**config.mk**
```make
export PLATFORM = sky130hd
export DESIGN_NAME = nonce_dispatch_ctrl_flat
export DESIGN_NICKNAME = d
export VERILOG_FILES = /design/src/rtl/nonce_dispatch_ctrl_if.sv /design/src/rtl/nonce_dispatch_ctrl.sv /design/src/flat_wrapper.sv
export SDC_FILE = /design/constraint.sdc
export NUM_CORES = 1
export LEC_CHECK = 0
export BUFFER_PORTS_ARGS = -buffer_cell sky130_fd_sc_hd__buf_2
export CAP_MARGIN = 30
export CORE_ASPECT_RATIO = 1.25
export CORE_MARGIN = 2
export CORE_UTILIZATION = 60
export CTS_CLUSTER_SIZE = 28
export DETAILED_ROUTE_END_ITERATION = 10
export GPL_TIMING_DRIVEN = 0
export PLACE_DENSITY = 0.83
export SYNTH_ARGS = -nofsm -noshare
export SYNTH_HDL_FRONTEND = slang
export SYNTH_SLANG_ARGS = --single-unit
export TNS_END_PERCENT = 5
```
**constraint.sdc**
```tcl
create_clock -name clk -period 16.55 [get_ports clk]
set_input_delay 1.655 -clock clk [delete_from_list [all_inputs] [get_ports clk]]
set_output_delay 1.655 -clock clk [all_outputs]
set_load 0.005 [all_outputs]
```
**src/rtl/nonce_dispatch_ctrl_if.sv**
```systemverilog
// Handshake bundle between the nonce search controller and its
// requester / hash lanes.
interface nonce_dispatch_ctrl_if #(
    parameter int NUM_LANES = 3,
    parameter int NONCE_W   = 32
);
    logic                         start;
    logic                         abort;
    logic [NONCE_W-1:0]           start_nonce;
    logic [NONCE_W-1:0]           max_nonce;
    logic [NUM_LANES-1:0]         lane_ready;
    logic [NUM_LANES-1:0]         lane_done;
    logic [NUM_LANES-1:0]         lane_hit;
    logic [NUM_LANES-1:0]         lane_issue;
    logic [NUM_LANES*NONCE_W-1:0] lane_nonce;
    logic                         busy;
    logic                         finished;
    logic                         not_found;
    logic [NONCE_W-1:0]           nonce_out;

    modport master (
        output start, abort, start_nonce, max_nonce,
        output lane_ready, lane_done, lane_hit,
        input  lane_issue, lane_nonce,
        input  busy, finished, not_found, nonce_out
    );

    modport slave (
        input  start, abort, start_nonce, max_nonce,
        input  lane_ready, lane_done, lane_hit,
        output lane_issue, lane_nonce,
        output busy, finished, not_found, nonce_out
    );
endinterface

```
**src/rtl/nonce_dispatch_ctrl.sv**
```systemverilog
// Nonce search controller: issues one nonce per lane per round,
// collects lane results and reports the winner or exhaustion.
module nonce_dispatch_ctrl #(
    parameter int NUM_LANES = 3,
    parameter int NONCE_W   = 32
) (
    input logic                  clk,
    input logic                  reset,
    nonce_dispatch_ctrl_if.slave bus
);

    localparam int BW = NONCE_W + 1;

    typedef enum logic [2:0] {
        S_IDLE,
        S_ISSUE,
        S_WAIT,
        S_DONE,
        S_EXHAUSTED
    } state_t;

    state_t                       state_q;
    logic [BW-1:0]                base_q;
    logic [NONCE_W-1:0]           limit_q;
    logic [NUM_LANES-1:0]         mask_q;
    logic [NUM_LANES-1:0]         lane_issue_q;
    logic [NUM_LANES*NONCE_W-1:0] lane_nonce_q;
    logic                         busy_q;
    logic                         finished_q;
    logic                         not_found_q;
    logic [NONCE_W-1:0]           nonce_out_q;

    logic [BW-1:0]        lane_val [NUM_LANES];
    logic [NUM_LANES-1:0] issue_mask;
    logic [NUM_LANES-1:0] done_v;
    logic [NUM_LANES-1:0] hit_v;
    logic [NUM_LANES-1:0] mask_d;
    logic [BW-1:0]        base_d;
    logic                 ready_ok;
    logic                 range_end;
    logic [NONCE_W-1:0]   win_nonce;

    // Extra base bit keeps base+i from wrapping at the top of the range
    always_comb begin
        for (int i = 0; i < NUM_LANES; i++) begin
            lane_val[i]   = base_q + BW'(i);
            issue_mask[i] = lane_val[i] <= {1'b0, limit_q};
        end
        ready_ok  = (bus.lane_ready & issue_mask) == issue_mask;
        done_v    = bus.lane_done & mask_q;
        hit_v     = done_v & bus.lane_hit;
        mask_d    = mask_q & ~done_v;
        base_d    = base_q + BW'(NUM_LANES);
        range_end = base_d > {1'b0, limit_q};
        win_nonce = '0;
        for (int i = NUM_LANES - 1; i >= 0; i--) begin
            if (hit_v[i]) begin
                win_nonce = lane_nonce_q[i*NONCE_W +: NONCE_W];
            end
        end
    end

    always_ff @(posedge clk or posedge reset) begin
        if (reset) begin
            state_q      <= S_IDLE;
            base_q       <= '0;
            limit_q      <= '0;
            mask_q       <= '0;
            lane_issue_q <= '0;
            lane_nonce_q <= '0;
            busy_q       <= 1'b0;
            finished_q   <= 1'b0;
            not_found_q  <= 1'b0;
            nonce_out_q  <= '0;
        end else begin
            lane_issue_q <= '0;
            if (bus.abort) begin
                state_q      <= S_IDLE;
                mask_q       <= '0;
                lane_nonce_q <= '0;
                busy_q       <= 1'b0;
                finished_q   <= 1'b0;
                not_found_q  <= 1'b0;
                nonce_out_q  <= '0;
            end else begin
                unique case (state_q)
                    S_IDLE, S_DONE, S_EXHAUSTED: begin
                        if (bus.start) begin
                            base_q      <= {1'b0, bus.start_nonce};
                            limit_q     <= bus.max_nonce;
                            nonce_out_q <= '0;
                            if (bus.start_nonce > bus.max_nonce) begin
                                state_q     <= S_EXHAUSTED;
                                busy_q      <= 1'b0;
                                finished_q  <= 1'b1;
                                not_found_q <= 1'b1;
                            end else begin
                                state_q     <= S_ISSUE;
                                busy_q      <= 1'b1;
                                finished_q  <= 1'b0;
                                not_found_q <= 1'b0;
                            end
                        end
                    end
                    S_ISSUE: begin
                        if (ready_ok) begin
                            for (int i = 0; i < NUM_LANES; i++) begin
                                if (issue_mask[i]) begin
                                    lane_nonce_q[i*NONCE_W +: NONCE_W] <=
                                        lane_val[i][NONCE_W-1:0];
                                end
                            end
                            lane_issue_q <= issue_mask;
                            mask_q       <= issue_mask;
                            state_q      <= S_WAIT;
                        end
                    end
                    S_WAIT: begin
                        // A hit is checked before the emptied mask
                        if (|hit_v) begin
                            state_q     <= S_DONE;
                            mask_q      <= '0;
                            nonce_out_q <= win_nonce;
                            busy_q      <= 1'b0;
                            finished_q  <= 1'b1;
                            not_found_q <= 1'b0;
                        end else if (mask_d == '0) begin
                            mask_q <= '0;
                            if (range_end) begin
                                state_q     <= S_EXHAUSTED;
                                nonce_out_q <= '0;
                                busy_q      <= 1'b0;
                                finished_q  <= 1'b1;
                                not_found_q <= 1'b1;
                            end else begin
                                base_q  <= base_d;
                                state_q <= S_ISSUE;
                            end
                        end else begin
                            mask_q <= mask_d;
                        end
                    end
                    default: state_q <= S_IDLE;
                endcase
            end
        end
    end

    assign bus.lane_issue = lane_issue_q;
    assign bus.lane_nonce = lane_nonce_q;
    assign bus.busy       = busy_q;
    assign bus.finished   = finished_q;
    assign bus.not_found  = not_found_q;
    assign bus.nonce_out  = nonce_out_q;

endmodule

```
**src/flat_wrapper.sv**
```systemverilog
// flat-port wrapper written by rule: the top's interface ports become plain ports
module nonce_dispatch_ctrl_flat 
#(
    parameter int NUM_LANES = 3,
    parameter int NONCE_W   = 32
)
  (clk, reset, bus_start, bus_abort, bus_start_nonce, bus_max_nonce, bus_lane_ready, bus_lane_done, bus_lane_hit, bus_lane_issue, bus_lane_nonce, bus_busy, bus_finished, bus_not_found, bus_nonce_out);
  nonce_dispatch_ctrl_if #(.NUM_LANES(NUM_LANES), .NONCE_W(NONCE_W)) bus_i ();
  input logic clk;
  input logic reset;
  input wire logic [$bits(bus_i.start)-1:0] bus_start;
  input wire logic [$bits(bus_i.abort)-1:0] bus_abort;
  input wire logic [$bits(bus_i.start_nonce)-1:0] bus_start_nonce;
  input wire logic [$bits(bus_i.max_nonce)-1:0] bus_max_nonce;
  input wire logic [$bits(bus_i.lane_ready)-1:0] bus_lane_ready;
  input wire logic [$bits(bus_i.lane_done)-1:0] bus_lane_done;
  input wire logic [$bits(bus_i.lane_hit)-1:0] bus_lane_hit;
  output wire logic [$bits(bus_i.lane_issue)-1:0] bus_lane_issue;
  output wire logic [$bits(bus_i.lane_nonce)-1:0] bus_lane_nonce;
  output wire logic [$bits(bus_i.busy)-1:0] bus_busy;
  output wire logic [$bits(bus_i.finished)-1:0] bus_finished;
  output wire logic [$bits(bus_i.not_found)-1:0] bus_not_found;
  output wire logic [$bits(bus_i.nonce_out)-1:0] bus_nonce_out;
  assign bus_i.start = bus_start;
  assign bus_i.abort = bus_abort;
  assign bus_i.start_nonce = bus_start_nonce;
  assign bus_i.max_nonce = bus_max_nonce;
  assign bus_i.lane_ready = bus_lane_ready;
  assign bus_i.lane_done = bus_lane_done;
  assign bus_i.lane_hit = bus_lane_hit;
  assign bus_lane_issue = bus_i.lane_issue;
  assign bus_lane_nonce = bus_i.lane_nonce;
  assign bus_busy = bus_i.busy;
  assign bus_finished = bus_i.finished;
  assign bus_not_found = bus_i.not_found;
  assign bus_nonce_out = bus_i.nonce_out;
  nonce_dispatch_ctrl #(.NUM_LANES(NUM_LANES), .NONCE_W(NONCE_W)) u_core (.clk(clk), .reset(reset), .bus(bus_i));
endmodule
```
**Word level (Yosys, flattened, before mapping)**

Index checks and enable logic that the tools add are counted.

- Register bits after elaboration: 205
- Input port bits: 77
- Output and inout bits: 134
- Logic and storage cells: 112

- $add $sub $neg: 3
- Order comparisons: 5
- Eq/ne operators: 13
- Muxes and demuxes: 53
- Bitwise operators: 6
- Reductions and logical operators: 20

Operators with widths:

| operator | number |
|---|---|
| $mux 32 | 11 |
| $mux 96 | 3 |
| $mux 33 | 4 |
| $le 33x32->1 | 3 |
| $add 33x2->33 const B | 2 |
| $pmux 33 s2 | 1 |
| $pmux 32 s2 | 1 |
| $mux 3 | 14 |
| $add 33x1->33 const B | 1 |
| $gt 33x32->1 | 1 |
| $gt 32x32->1 | 1 |
| $reduce_and 3->1 | 5 |
| $mux 1 | 14 |
| $and 3x3->3 | 4 |
| $reduce_bool 2->1 | 6 |
| $pmux 3 s3 | 1 |
| $ne 4x2->1 const B | 2 |
| $eq 3x2->1 const B | 2 |
| $logic_not 3->1 | 2 |
| $ne 2x2->1 const B | 3 |
| $pmux 1 s2 | 3 |
| $pmux 3 s2 | 1 |
| $reduce_and 6->1 | 1 |
| $reduce_bool 3->1 | 2 |
| 11 further kinds | 12 |

**Logic depth before layout (Yosys ltp)**

Gate-level depths: netlist (run 1).

- Word-level depth: 8
- Gate-level depth with buffers: 19
- Depth with buffers taken out: 17

**Worst setup path before layout (run 1)**

Ideal clock, no wire load.

- Kind: register -> register
- From: register u_core.base_q[1]
- To: register u_core.base_q[22]
- Library setup time: 0.125 ns
- Arrival: 4.531 ns
- Data required time: 16.425 ns
- Setup slack: 11.894 ns
- Stages on the path, launching flop included: 20
- Path buffers: 3
- Clock period less this slack: 4.656 ns
- Cell sequence: dfrtp_1 > ha_1 > clkbuf_1 > a21oi_1 > or3_1 > or2_2 > nand2b_1 > or3_1 > xnor2_1 > ha_1 > a21o_1 > nand3_1 > o211ai_1 > a211oi_1 > o2111ai_1 > a211o_1 > a21o_1 > buf_2 > buf_6 > mux2_4

- Word-level cells in the longest chain between the ends: 5
- Elaborated cells between the ends (all ways): 8
- Those cells by class: 1 x add/sub; 1 x order compare; 1 x eq/ne; 4 x mux; 1 x reduce/logical

Ends and longest elaborated chain:

| item | RTL line | text |
|---|---|---|
| start, declared | nonce_dispatch_ctrl.sv:23 | `logic [BW-1:0] base_q;` |
| start signal, assigned | nonce_dispatch_ctrl.sv:89 | `base_q <= {1'b0, bus.start_nonce};` |
| start signal, assigned | nonce_dispatch_ctrl.sv:136 | `base_q <= base_d;` |
| $add 33x2->33 (*) | nonce_dispatch_ctrl.sv:53 | `base_d = base_q + BW'(NUM_LANES);` |
| branches (longest 4 deep; another with $gt 33x32->1) | - |  |

Mark *: on every way between the ends. The select of a mux whose other input is x is not followed.
A chain may end at the register's enable or synchronous reset.

**Worst setup path in the final report (run 1)**

- From: register u_core.base_q[1]
- To: register u_core.nonce_out_q[0] (netlist: u_core.bus.nonce_out[0])

- Word-level cells in the longest chain between the ends: 4

Ends and longest elaborated chain:

| item | RTL line | text |
|---|---|---|
| $add 33x2->33 | nonce_dispatch_ctrl.sv:53 |  |
| $gt 33x32->1 | nonce_dispatch_ctrl.sv:54 | `range_end = base_d > {1'b0, limit_q};` |
| $ne 4x2->1 (no line) | - |  |
| $reduce_and 4->1 (no line) | - |  |
| end signal, assigned | nonce_dispatch_ctrl.sv:123 | `nonce_out_q <= win_nonce;` |
| end, declared | nonce_dispatch_ctrl.sv:31 | `logic [NONCE_W-1:0] nonce_out_q;` |

Every way passes these cells.

==> results of run 1 <==
[per-stage QoR]
stage                     setup WS (ns)  util (%)  power (mW)
after global routing               9.86      71.1        3.14
after detailed placement          10.29      67.7        2.36
after global placement             7.22      67.4        2.29
final                             10.17      71.1        2.94
after floorplan                    9.30         -        1.84
after CTS                         10.22      71.1        2.90
[synth_stat cells (4+ instances only)]
library cell	instances
sky130_fd_sc_hd__nor2_1	89
sky130_fd_sc_hd__inv_1	100
sky130_fd_sc_hd__a21o_1	31
sky130_fd_sc_hd__and3_1	14
sky130_fd_sc_hd__o21a_1	4
sky130_fd_sc_hd__buf_1	5
sky130_fd_sc_hd__a31oi_1	8
sky130_fd_sc_hd__nand4_1	43
sky130_fd_sc_hd__dfrtp_1	205
sky130_fd_sc_hd__nand3_1	31
sky130_fd_sc_hd__a21oi_1	92
sky130_fd_sc_hd__mux2_2	6
sky130_fd_sc_hd__clkbuf_1	45
sky130_fd_sc_hd__o311ai_0	10
sky130_fd_sc_hd__a22o_1	96
sky130_fd_sc_hd__or3_1	6
sky130_fd_sc_hd__xor2_1	18
sky130_fd_sc_hd__and4_1	9
sky130_fd_sc_hd__nor3_1	31
sky130_fd_sc_hd__nor4_1	11
sky130_fd_sc_hd__ha_1	162
sky130_fd_sc_hd__mux2i_1	29
sky130_fd_sc_hd__a211oi_1	5
sky130_fd_sc_hd__or2_2	6
sky130_fd_sc_hd__o21ai_1	11
sky130_fd_sc_hd__a221oi_1	5
sky130_fd_sc_hd__nand2b_1	10
sky130_fd_sc_hd__buf_2	37
sky130_fd_sc_hd__xnor2_1	71
sky130_fd_sc_hd__and2_1	8
sky130_fd_sc_hd__nand2_1	147
sky130_fd_sc_hd__o21ai_0	88
sky130_fd_sc_hd__nor2b_1	4
sky130_fd_sc_hd__a22oi_1	36
[layout make-up]
cell class              instances  area [um^2]  area share, %
repair buffers                213         1090           6.66
inverters                     100          383           2.33
flip-flops and latches        205         5130           31.2
clock inverters                 9          126          0.769
well taps                     288          360           2.19
clock buffers                  33          663           4.04
plain buffers                  93          427           2.60
multi-input cells            1141         8250           50.2
[where the power goes]
| part | switching [mW] | internal (mW) | leakage, nW |
|---|---|---|---|
| clock | 0.210 | 0.325 | 0.388 |
| combinational | 1.07 | 0.628 | 5.13 |
| sequential | 0.0927 | 0.619 | 2.73 |
[worst reg2reg max path: cells and delay by family (launching register included)]
family                     cells  cell delay (ns)
adders and majority gates      2             0.52
and+or+nand+nor                6             1.80
buffers and inverters          2             1.00
AOI/OAI and AO/OA              7             2.12
xor gates and xnor gates       1             0.23
DFF                            1             0.63
[layer usage]
| layer | vias to the layer above | global-route usage [%] | wire [um] |
|---|---|---|---|
| met5 | - | 0 | 0 |
| met4 | 0 | 14.3 | 1960 |
| met1 | 6444 | 49.4 | 19400 |
| met2 | 630 | 62.8 | 22100 |
| met3 | 122 | 4.06 | 3050 |
| li1 | 6077 | - | - |
[flip-flops by register name, indices dropped and copies added (netlist names)]
register and cells:
u_core.bus.finished 1, u_core.base_q 33, u_core.bus.lane_issue 3, u_core.bus.not_found 1, u_core.limit_q 32, u_core.bus.busy 1, u_core.bus.nonce_out 32, u_core.state_q 3
u_core.mask_q 3, u_core.bus.lane_nonce 96
[cell usage in the layout, fill, tap and decap left out, types with 6 or more instances in the layout]
cell type,n
sky130_fd_sc_hd__a21o_1,31
sky130_fd_sc_hd__a21oi_1,92
sky130_fd_sc_hd__a22o_1,96
sky130_fd_sc_hd__a22oi_1,36
sky130_fd_sc_hd__a31oi_1,8
sky130_fd_sc_hd__and2_1,8
sky130_fd_sc_hd__and3_1,14
sky130_fd_sc_hd__and4_1,9
sky130_fd_sc_hd__buf_1,6
sky130_fd_sc_hd__buf_2,247
sky130_fd_sc_hd__clkbuf_1,50
sky130_fd_sc_hd__clkbuf_16,23
sky130_fd_sc_hd__dfrtp_1,205
sky130_fd_sc_hd__ha_1,162
sky130_fd_sc_hd__inv_1,99
sky130_fd_sc_hd__mux2_2,6
sky130_fd_sc_hd__mux2i_1,29
sky130_fd_sc_hd__nand2_1,147
sky130_fd_sc_hd__nand2b_1,10
sky130_fd_sc_hd__nand3_1,31
sky130_fd_sc_hd__nand4_1,43
sky130_fd_sc_hd__nor2_1,89
sky130_fd_sc_hd__nor3_1,30
sky130_fd_sc_hd__nor4_1,11
sky130_fd_sc_hd__o21ai_0,88
sky130_fd_sc_hd__o21ai_1,11
sky130_fd_sc_hd__o311ai_0,10
sky130_fd_sc_hd__or2_2,6
sky130_fd_sc_hd__or3_1,6
sky130_fd_sc_hd__xnor2_1,71
sky130_fd_sc_hd__xor2_1,18
[how the worst max path moves through the flow]
stage,start,end,cells after the start
6_report,u_core.base_q[1],u_core.bus.nonce_out[0],18
5_1_grt,u_core.base_q[1],u_core.bus.nonce_out[0],18
4_1_cts,u_core.base_q[1],u_core.bus.nonce_out[25],18
3_5_place_dp,u_core.base_q[1],u_core.bus.nonce_out[25],18
3_3_place_gp,reset,u_core.limit_q[5],2
2_1_floorplan,reset,u_core.base_q[0],1
[cell families after synthesis]
| family | after synthesis |
|---|---|
| and+or+nand+nor | 427 |
| AOI/OAI and AO/OA | 421 |
| buffers and inverters | 193 |
| muxes | 41 |
| DFF | 205 |
| xor gates and xnor gates | 90 |
| adders and majority gates | 162 |
==> impl_summary.md, run 1 <==
STA
Derived from the worst setup path, the maximum achievable clock frequency is approximately 0.16 GHz. Adding up every negative setup slack in the final design gives 0 ns. The final hold violation count is 0. At the pin with the least slew margin, the transition time is between 1 and 1.5 ns.

Setup violations remaining at the end of the flow were counted as 0. The final cycle utilization of the critical path is 38.6%. For the finished layout, the period the worst path requires is ~6.4 ns. Headroom to the max-slew limit came out at between 20% and 30%.

Across the routed clock network, the largest skew measured is 0.0144 ns. The final max-slew violation count is 0. Across all hold checks on the routed design, the worst slack comes to between 0.4 and 0.5 ns. Setup repair after global routing left no endpoint under its margin.

Clock tree
At the later pin of the worst-skew pair, clock insertion delay measures between 0.5 and 0.6 ns. After clock tree synthesis, the clock-pin slew on the worst setup and hold paths is 0.06 ns. The number of hold buffers added after CTS was 0. The total CTS buffers is 23. The CTS tree is done.

The number of instances resized during post-cts repair is 0. The maximum buffer depth of the clock tree is 3. The number of buffers inserted by post-CTS setup repair is 0. CTS built an H-tree with a depth of 1. The tree is rooted in a sky130_fd_sc_hd__clkbuf_16. The number of clock sinks seen by CTS is 205.

Global route
Entering global routing, the biggest net connects between 100 and 150 pins. The via count of the first global-routing pass is between 10000 and 15000. The wire length of the first global-routing pass is 71900 um. The initial antenna violation count came to 0. The total routing resource utilization after global routing is between 30% and 40%.

The residual overflow from global routing is 0.

Worst setup path
STA classifies the critical path endpoint as a flip-flop. For the worst setup path, the data arrival time is approximately 6.8 ns. The endpoint required time on the critical path is 16.97 ns.

The total buffers and inverters traversed by the critical path is 2. The launching element type of the critical path is a flip-flop. The largest fanout on the critical path is 10. The cell family contributing the most delay on the critical path is compound AO/OA/AOI/OAI gates. Across all register-to-register paths, the minimum setup slack is ~10 ns.

By startpoint and endpoint, the worst setup path is classified as reg -> reg. The depth of the most critical reg-to-reg path is 18. In this run the critical register-to-register path is captured at u_core.bus.nonce_out[0].

The signal on the critical path passes through ha_1, clkbuf_1, a21oi_1, or3_1, or2_2, nand2b_1, or3_1, xnor2_1, ha_1, a21o_1, nand3_1, o211ai_1, a211oi_1, o2111ai_1, a31oi_1, clkbuf_1, nand2_1, o21ai_0. The slowest stage of the critical path belongs to the cell sky130_fd_sc_hd__dfrtp_1. The delay of the slowest cell on the worst path is between 0.6 and 0.7 ns.

The startpoint identified for the worst register-to-register timing path is u_core.base_q[1].

Synthesis
In the synthesized netlist, the number of instances is roughly 1500. The fraction of the mapped netlist area in compound gates is between 20% and 30%. The proportion of synthesized chip area in sequential cells is 36.2%. The cell taking the most area after synthesis is sky130_fd_sc_hd__dfrtp_1.

The synthesized design contains a little over 200 register bits. The number of nets in the synthesized netlist is ~1800. For this run, the leading register cell type out of synthesis is sky130_fd_sc_hd__dfrtp_1.

By area the synthesized netlist is led by sky130_fd_sc_hd__dfrtp_1, sky130_fd_sc_hd__ha_1, sky130_fd_sc_hd__a22o_1. Each instance of the synthesized netlist takes up on average about 9.2 um^2. After synthesis, the largest area contributor takes up 36.2% of total cell area.

In this run, synthesis inferred 0 flip-flops with an integrated enable. The share of async-settable or async-resettable flops after synthesis is 100%. The parity-gate share of the synthesized area counting xor and xnor cells is 5.61%. The synthesized netlist devotes around 15% of its cell area to simple gates. The synthesis warning total is 0. The adder and majority gate portion of the synthesized area is 14.3%. The post-synthesis instance area is 14200 um^2. Synthesis instantiated 74 different standard cells from the library. The combinational family with the most area after synthesis is compound AO/OA/AOI/OAI gates.

Multiplexer cells account for 3.08% of the synthesized area.

Routing
The pre-antenna-repair detailed-routing pass consisted of 7 iterations. The number of DRC violations after detailed-routing iteration 0 is approximately 1000. The detailed-route wire length per cell is 22.3 um. The count of nets left with antenna violations once routing finished came out at 0. The DRC violation count after routing is 0. After detailed routing, the number of vias per cell comes to around 6.4. Across all layers, the routed design uses about 13000 vias. The wire length after detailed routing is 46500 um.

Hold path
The worst hold path begins at u_core.bus.nonce_out[22]. In this run the worst hold path is classified as reg -> reg. Counting instances, the worst hold path has a depth of 2. For hold timing, the worst endpoint is u_core.bus.nonce_out[22].

Floorplan
The die is 141 um wide. The number of rows in the core area is 62. The floorplan step defined a die boundary enclosing about 25000 um^2. For this design the top-level I/O count stands at 211. The floorplan step defined a core boundary enclosing between 20000 and 25000 um^2.

The effective utilization at floorplan is between 60% and 70%. The vertical die dimension is between 150 and 200 um.

Final layout
The share of final-layout standard cells stronger than drive strength 1 is ~18%. The number of antenna diodes in the final layout is 0. The layout filler cell count is ~1800. After the flow finishes, the layout carries non-filler instances totaling 2082. Summing all non-filler instances in the final layout gives an area of roughly 16000 um^2.

For this run, the post-layout net count is 2016. The area overhead of the layout relative to synthesis is 15.9%.

Run
The tool flagged a number of max-cap violations equal to 0.

Power and ir drop
Power spread over the standard cell area amounts to around 180 nW/um^2. The peak supply drop is around 0.00011 V. The cell leakage power is ~8.3 nW.

Place
The number of placed instances, taps included, is around 2000. The detailed placer's ending HPWL is roughly 37000 um. The count of buffers inserted at the top-level ports is between 200 and 250. The placed standard-cell area is 15600 um^2. The placer congestion estimate is 0.998.

Status
The flow ran to the end, and the final reports show no timing, DRC or antenna violations.
Power figures use the tool's default switching activity.
==> run 2: changes to the inputs <==
ABC_AREA = 1   (was unset)
CORE_UTILIZATION = 59   (was 60)
PLACE_DENSITY = 0.82   (was 0.83)
clock period = 6.5 ns   (was 16.55 ns; I/O delays follow)
==> run 2 against run 1 <==
  * Total power rose to 2.6 times the previous value
  * Critical path depth up 4
  * Sequential share of layout area down 1.8 points
  * Flip-flop and latch count unchanged
  * Count of clock-buffer cells in the layout up 4
  * Final area up 6.3%
  * Critical endpoint is now u_core.base_q[10]
==> impl_summary.md, run 2 <==
Place
The placer congestion estimate is about 1.0. The placed standard-cell area is around 17000 um^2. In this run the tool buffered the top-level ports with around 210 buffer cells. OpenSTA, run right after detailed placement, puts the worst setup slack at ~1.1 ns. Detailed placement ended at an HPWL of about 44000 um. The post-placement cell count is about 2600.

Worst setup path
The end point of the critical path is u_core.base_q[10]. The depth of the most critical reg-to-reg path is 22. The worst setup path is launched from a flip-flop. The arrival time reported for the critical path endpoint is about 6.0 ns.

The reg-to-reg startpoint is u_core.base_q[0]. The largest fanout on the critical path is 10. The capturing point of the worst reg2reg path is u_core.base_q[10]. For flop-to-flop paths, the worst setup slack is around 0.9 ns.

The beginning of the critical path is u_core.base_q[0]. The critical setup path kind is reg -> reg. The kind of end point of the critical path is a flip-flop. At the worst endpoint, the required time is ~6.9 ns.

Floorplan
The area enclosed by the die boundary is roughly 27000 um^2. Once the floorplan was initialized, standard cells occupied approximately 60% of the core. The number of rows in the core area is 65.

The core outline area is between 20000 and 30000 um^2. The number of ports placed on the die boundary is 211. From bottom edge to top edge, the die measures about 180 um. The floorplan die width is 148 um.

STA
The worst path needs 5.60 ns of the cycle, external delays included. The final max-slew violation count is 0. Derived from the worst setup path, the maximum achievable clock frequency is about 0.18 GHz. The worst path setup slack after routing is ~0.9 ns.

At the pin with the least slew margin, the transition time is between 0.9 and 1 ns. The final hold violation count was 0. For the final database, setup skew stands at 0.0204 ns. The worst max-slew margin expressed relative to the limit is around a third. Setup repair after global routing left no endpoint under its margin.

The number of endpoints failing setup at the final stage is 0. The final critical path takes up between 80% and 90% of the cycle.

Power and ir drop
The clock network fraction of total power is between 10% and 20%. The cell leakage power is 9.62 nW. IR analysis of the VDD net gives a maximum drop of roughly 0.00028 V.

The analysis attributes to net switching a power of 3.90 mW. The total power density per cell area is 444 nW/um^2. The switching part of the total is 50.3%.

The share of total power dissipated in sequential elements is 25.0%. The share of total power dissipated in combinational logic is between 50% and 60%. The cell internal power dissipation is a little under 4 mW.

Synthesis
By area the synthesized netlist is led by sky130_fd_sc_hd__dfrtp_1, sky130_fd_sc_hd__ha_1, sky130_fd_sc_hd__nand2_1. Summing every instance area after synthesis gives about 15000 um^2. The count of flip-flops with a built-in enable after synthesis is 0. The simple-gate share of the synthesized area is between 20% and 30%. Counting instances in the post-synthesis netlist gives the leading cell types as sky130_fd_sc_hd__nand2_1, sky130_fd_sc_hd__nand3_1, sky130_fd_sc_hd__inv_1. The number of distinct library cells after synthesis is 44. Dividing the synthesized area by the synthesized cell count gives about 7.4 um^2.

The adder and majority gate portion of the synthesized area is a little over an eighth. The synthesized netlist devotes 8.87% of its cell area to compound gates. The most frequent cell after synthesis is sky130_fd_sc_hd__nand2_1. The fraction of post-synthesis cell area in the top cell type by area is around a third. The most used flip-flop cell after synthesis is sky130_fd_sc_hd__dfrtp_1. The combinational family with the most area after synthesis is simple AND/OR/NAND/NOR gates. The cell count after synthesis is 2061. The share of the Yosys chip area taken by registers is between 30% and 40%. The multiplexer share of the synthesized area is roughly 1.7%.

After synthesis the netlist holds a flip-flop and latch count of around 200. The cell taking the most area after synthesis is sky130_fd_sc_hd__dfrtp_1. The synthesis warning total is 0. The parity-gate share of the synthesized area counting xor and xnor cells is under 10%. The number of nets handed over by synthesis was between 2000 and 2500. Of all flip-flops after synthesis, the portion carrying an async set or reset was 100%.

Clock tree
Buffers inserted to repair hold after CTS numbered 0. Gates resized during post-CTS repair numbered 0. In this run, CTS created clock tree buffers numbering 24. The worst-skew pair later-pin latency is 0.53 ns. TritonCTS built the clock tree. In this run the number of H-tree levels came out at 1. The number of buffers inserted by post-CTS setup repair is 0. In this run the deepest clock path goes through 3 buffers.

The buffer type at the clock tree root is sky130_fd_sc_hd__clkbuf_16. Clock-pin slew was measured on the worst setup and hold paths at approximately 0.07 ns. The tree built by TritonCTS fans out to between 200 and 250 sinks.

Routing
For this run, design rule violations remaining after detail routing come to 0. The final route contains roughly 15000 vias. Once detail routing completed, the nets flagged for antenna violations numbered 0.

The count of TritonRoute iterations in the first routing pass is 6. The number of DRC violations after detailed-routing iteration 0 is between 1000 and 1500. Dividing the detail-routed via count by the number of cells gives roughly 5.8. In the final routed layout, each cell accounts on average for a little over 20 um.

For this block, the routed nets add up to 53400 um of wire.

Global route
The via count of the first global-routing pass is 15000. The largest net degree at the start of global routing is 127. Summed over all layers, the global routing overflow is 0. The wire length of the first global-routing pass is 81100 um. The total routing resource utilization after global routing is approximately two fifths.

The initial antenna violation count came to 0.

Final layout
The area overhead of the layout relative to synthesis is 14.8%. 0 antenna diodes ended up in the layout. The count of cells in the finished layout, fillers not included, comes to about 2600.

The library cells used most frequently in the layout, excluding fill and tap cells, are sky130_fd_sc_hd__nand2_1, sky130_fd_sc_hd__buf_2, sky130_fd_sc_hd__nand3_1, sky130_fd_sc_hd__inv_1, sky130_fd_sc_hd__dfrtp_1. Cells fill ~69% of the core in the end. The layout net count is 2536.

The register with the most flip-flops in the layout has 96 of them. Leaving out fill and tap cells, the most frequent cell in the layout is sky130_fd_sc_hd__nand2_1. The area of all placed cells without fillers is roughly 17000 um^2. The share of final-layout standard cells stronger than drive strength 1 is a little over an eighth.

Run
The total of max-cap violations is 0.

Hold path
The path class of the tightest hold or removal check is in -> async.

Status
The run finished with clean final reports.
## run 2: metrics by stage
stage / hold WS (ns) / total power, mW / TNS, ns
after floorplan: 0.453 / 4.85 / 0
after global placement: 0.450 / 6.17 / -377.92
after detailed placement: 0.468 / 6.31 / 0
after CTS: 0.360 / 7.64 / 0
after global routing: 0.403 / 8.33 / 0
final: 0.338 / 7.75 / 0
## run 2: worst min-delay path by stage
stage / to
after CTS: u_core.bus.nonce_out[15]
after detailed placement: u_core.bus.nonce_out[17]
after global routing: u_core.bus.nonce_out[0]
after global placement: u_core.bus.nonce_out[18]
after floorplan: u_core.limit_q[10]
final: u_core.mask_q[0]
## run 2: power by group through the flow
| stage | combinational (mW) | clock (mW) | sequential (mW) |
|---|---|---|---|
| 6_report | 4.49 | 1.32 | 1.94 |
| 5_1_grt | 4.99 | 1.37 | 1.96 |
| 4_1_cts | 4.41 | 1.31 | 1.92 |
| 3_5_place_dp | 4.37 | 0 | 1.94 |
| 3_3_place_gp | 4.25 | 0 | 1.93 |
| 2_1_floorplan | 3.02 | 0 | 1.83 |
## run 2: final cells by class
class,instances,area [um^2]
clock inverter,5,56.3
inverter,215,815
sequential,205,5130
tap,335,419
buffer,100,467
multi-input combinational,1541,8800
fill,2192,7830
clock buffer,37,701
timing repair buffer,210,1070
## run 2: cells by family (layout without fill, tap and decap cells)
kind of cell,count (synthesis),after routing
DFF,205,205
adders and majority gates,162,162
xor gates and xnor gates,87,87
buffers and inverters,315,567
AOI/OAI and AO/OA,255,255
and+or+nand+nor,1011,1011
muxes,26,26
## run 2: per-layer routing
layer,share of wire (%),track usage [%],up-vias
met2,48,67.6,739
met1,39,48.2,7172
met5,0,0,-
met4,5.8,20.7,0
li1,-,-,7277
met3,7.2,3.82,155
## run 2: critical path, stage by stage, from the launching register on
cell and delay [ns]:
sky130_fd_sc_hd__dfrtp_1 0.41, sky130_fd_sc_hd__clkbuf_1 0.50, sky130_fd_sc_hd__inv_1 0.32, sky130_fd_sc_hd__ha_1 0.33, sky130_fd_sc_hd__nor2_2 0.41, sky130_fd_sc_hd__nand2_1 0.26
sky130_fd_sc_hd__nor2_1 0.39, sky130_fd_sc_hd__nand2_1 0.15, sky130_fd_sc_hd__nor2_1 0.14, sky130_fd_sc_hd__xor2_1 0.29, sky130_fd_sc_hd__ha_1 0.32, sky130_fd_sc_hd__a21oi_1 0.17
sky130_fd_sc_hd__nor2_1 0.06, sky130_fd_sc_hd__a211oi_1 0.32, sky130_fd_sc_hd__o211ai_1 0.13, sky130_fd_sc_hd__inv_1 0.06, sky130_fd_sc_hd__nand2_1 0.07, sky130_fd_sc_hd__nand2_1 0.16
sky130_fd_sc_hd__nand2_1 0.09, sky130_fd_sc_hd__o21ai_2 0.20, sky130_fd_sc_hd__nand2_2 0.20, sky130_fd_sc_hd__clkbuf_1 0.26, sky130_fd_sc_hd__o21ai_0 0.23
==> run 3: changes to the inputs <==
ABC_AREA = 0   (was 1)
==> run 3 against run 2 <==
  * Worst hold slack got worse by 0.13 ns
  * Sequential power is 6% lower
  * Final area shrank 6.0%
  * Via count is 14% lower
  * Largest cell class unchanged
  * Highest routed layer unchanged
==> impl_summary.md, run 3 (synthesis gave the netlist of run 1 again) <==
Status
The run finished with clean final reports.

Floorplan
The floorplan step set the die width to 143 um. The effective utilization at floorplan is 59.9%. The vertical die dimension is 177 um. The initialized floorplan defines between 60 and 70 standard-cell rows. For this design the top-level I/O count stands at 211. The area enclosed by the die boundary is about 25000 um^2. The floorplan step defined a core boundary enclosing around 24000 um^2.

STA
The minimum period implied by the final worst setup slack is between 6 and 7 ns. For this run, the top clock speed supported by timing is 0.159 GHz. Setup total negative slack on the finished layout was measured at 0 ns. The worst path setup slack after routing is 0.219 ns. Setup repair after global routing left no endpoint under its margin. In the finished design, the share of the clock period the worst path needs comes to 96.6%. The final max-slew violation count is 0. The pin slew with the least headroom to its limit is ~1.0 ns. The final-layout worst hold slack is between 0.2 and 0.25 ns. The number of endpoints failing setup at the final stage is 0. The setup clock skew after layout is roughly 0.014 ns.

The final hold violation count is 0. The worst max-slew margin expressed relative to the limit is between 20 and 30%.

Worst setup path
The depth of the most critical reg-to-reg path is 18. The end point of the critical path is u_core.base_q[26]. The kind of end point of the critical path is a flip-flop. The startpoint identified for the worst register-to-register timing path is u_core.base_q[1]. The endpoint identified for the worst register-to-register timing path is u_core.base_q[26].

The launching element type of the critical path is a flip-flop. The minimum setup slack among reg-to-reg paths is about 0.22 ns. The arrival time reported for the critical path endpoint is about 6.7 ns.

The endpoint required time on the critical path is between 6 and 7 ns. The worst setup path is of the reg -> reg kind. The largest fanout on the critical path is 10. The most critical setup path has its startpoint at u_core.base_q[1].

Clock tree
The clock-pin slew on the worst setup and hold paths is roughly 0.07 ns. TritonCTS built the clock tree. The number of hold buffers added after CTS was 0.

In this run the number of H-tree levels came out at 1. TritonCTS created 22 clock buffers. No sink is reached through more buffers than the 3 on the longest clock path. The buffer type at the clock tree root is sky130_fd_sc_hd__clkbuf_16. Counting every sink on the clock net gives 205. At the later pin of the worst-skew pair, clock insertion delay measures 0.52 ns.

Place
The worst slack at placement is a little over 0.3 ns. At the end of routability-driven placement, the weighted congestion stood at between 1 and 1.5. The detailed placer's ending HPWL is about 37000 um. The placed standard-cell area is between 15000 and 20000 um^2. Buffers placed on the I/O ports in this run total between 200 and 250. The post-placement cell count is around 2000.

Final layout
The most common cell after layout, fill and taps aside is sky130_fd_sc_hd__buf_2. The diode insertion count for antenna repair is 0. At the end of the flow, the number of nets in the layout was 2014. The area overhead of the layout relative to synthesis is 15.8%.

The layout filler cell count is 1919. The area of all placed cells without fillers is between 15000 and 20000 um^2. The flip-flop count of the largest register, all copies and words added is 96. Leaving out fill and tap cells, the most frequent cells in the layout are sky130_fd_sc_hd__buf_2, sky130_fd_sc_hd__dfrtp_1, sky130_fd_sc_hd__ha_1, sky130_fd_sc_hd__nand2_1, sky130_fd_sc_hd__inv_1.

The post-route netlist has between 10% and 20% of its cells at a drive strength greater than 1. Once layout is complete, the cells apart from fillers number 2083. The core occupancy in the finished layout is 69.4%.

Power and ir drop
For this design the static power due to leakage is about 8.2 nW. Power spread over the standard cell area amounts to about 460 nW/um^2. Per report_power, the combinational group accounts for ~58% of the total. The peak supply drop is ~0.00026 V.

In this run switching power makes up a little under half of total power. In this run, flip-flops and latches consume about a quarter of the power. The total net switching power is approximately 3.5 mW. The cell internal power dissipation is approximately 4 mW.

The power after layout is 7.48 mW. Per report_power, the clock group accounts for 17.8% of the total.

Global route
The largest net degree at the start of global routing is about 120. The via count of the first global-routing pass came to about 13000. The wire length of the first global-routing pass is a little over 70000 um.

The total routing resource utilization after global routing is a little under two fifths. Summed over all layers, the global routing overflow is 0. The initial antenna violation count is 0.

Routing
For this run, design rule violations remaining after detail routing come to 0. The vias per cell is ~6.3. After detailed routing, the total wire length is between 40000 and 50000 um. The count of TritonRoute iterations in the first routing pass is 5. The final route contains between 10000 and 15000 vias. Once detail routing completed, the nets flagged for antenna violations numbered 0. Dividing the detail-routed wire length by the instance count gives between 20 and 25 um. The first routing iteration left 1102 violations.

Hold path
The class of the tightest hold or removal check is in -> async.

Run
The tool flagged a number of max-cap violations equal to 0.
run 3: area by class of cell:
class,instances,area (um^2),share of cell area [%]
inverter,100,383,2.33
clock buffer,29,638,3.89
tap,292,365,2.23
sequential,205,5130,31.2
multi-input combinational,1141,8260,50.3
timing repair buffer,213,1090,6.66
buffer,92,423,2.58
clock inverter,11,123,0.747
run 3: what timing repair did:
item,4_1_cts,5_1_grt
setup buffers,0,0
endpoints found under the setup margin,0,86
resized for setup,0,3
run 3: worst min path at each step:
stage / from / end / slack [ns]
global route: reset / u_core.bus.nonce_out[25] / 0.27
detailed placement: u_core.bus.nonce_out[23] / u_core.bus.nonce_out[23] / 0.46
floorplan: u_core.bus.nonce_out[0] / u_core.bus.nonce_out[0] / 0.47
finish: reset / u_core.bus.nonce_out[25] / 0.21
global placement: u_core.bus.nonce_out[18] / u_core.bus.nonce_out[18] / 0.46
CTS: reset / u_core.bus.nonce_out[25] / 0.24
run 3: power by group through the flow:
stage	registers (mW)	clock network [mW]	logic, mW
global placement	1.81	0	4.02
detailed placement	1.83	0	4.19
finish	1.82	1.33	4.34
floorplan	1.76	0	2.92
global route	1.84	1.38	4.76
CTS	1.80	1.33	4.22
run 3: metal layers:
metal  vias up  GRT usage [%]  routed length [um]
met5         -              0                   0
met4         0           19.2                2650
met3       146           3.32                3190
met2       633           60.4               21600
met1      6372           49.1               19100
li1       6073              -                   -
run 3: critical path: stages, from the launching register on:
cell,delay (ns)
sky130_fd_sc_hd__dfrtp_1,0.63
sky130_fd_sc_hd__ha_1,0.53
sky130_fd_sc_hd__a21oi_1,0.21
sky130_fd_sc_hd__or3_1,0.51
sky130_fd_sc_hd__or2_2,0.42
sky130_fd_sc_hd__nand2b_1,0.30
sky130_fd_sc_hd__or3_1,0.38
sky130_fd_sc_hd__xnor2_1,0.23
sky130_fd_sc_hd__ha_1,0.30
sky130_fd_sc_hd__a21o_1,0.19
sky130_fd_sc_hd__nand3_1,0.07
sky130_fd_sc_hd__o211ai_1,0.16
sky130_fd_sc_hd__a211oi_1,0.42
sky130_fd_sc_hd__o2111ai_1,0.46
sky130_fd_sc_hd__a211o_1,0.48
sky130_fd_sc_hd__a21o_1,0.20
sky130_fd_sc_hd__buf_2,0.17
sky130_fd_sc_hd__clkbuf_1,0.28
sky130_fd_sc_hd__o21ai_1,0.25
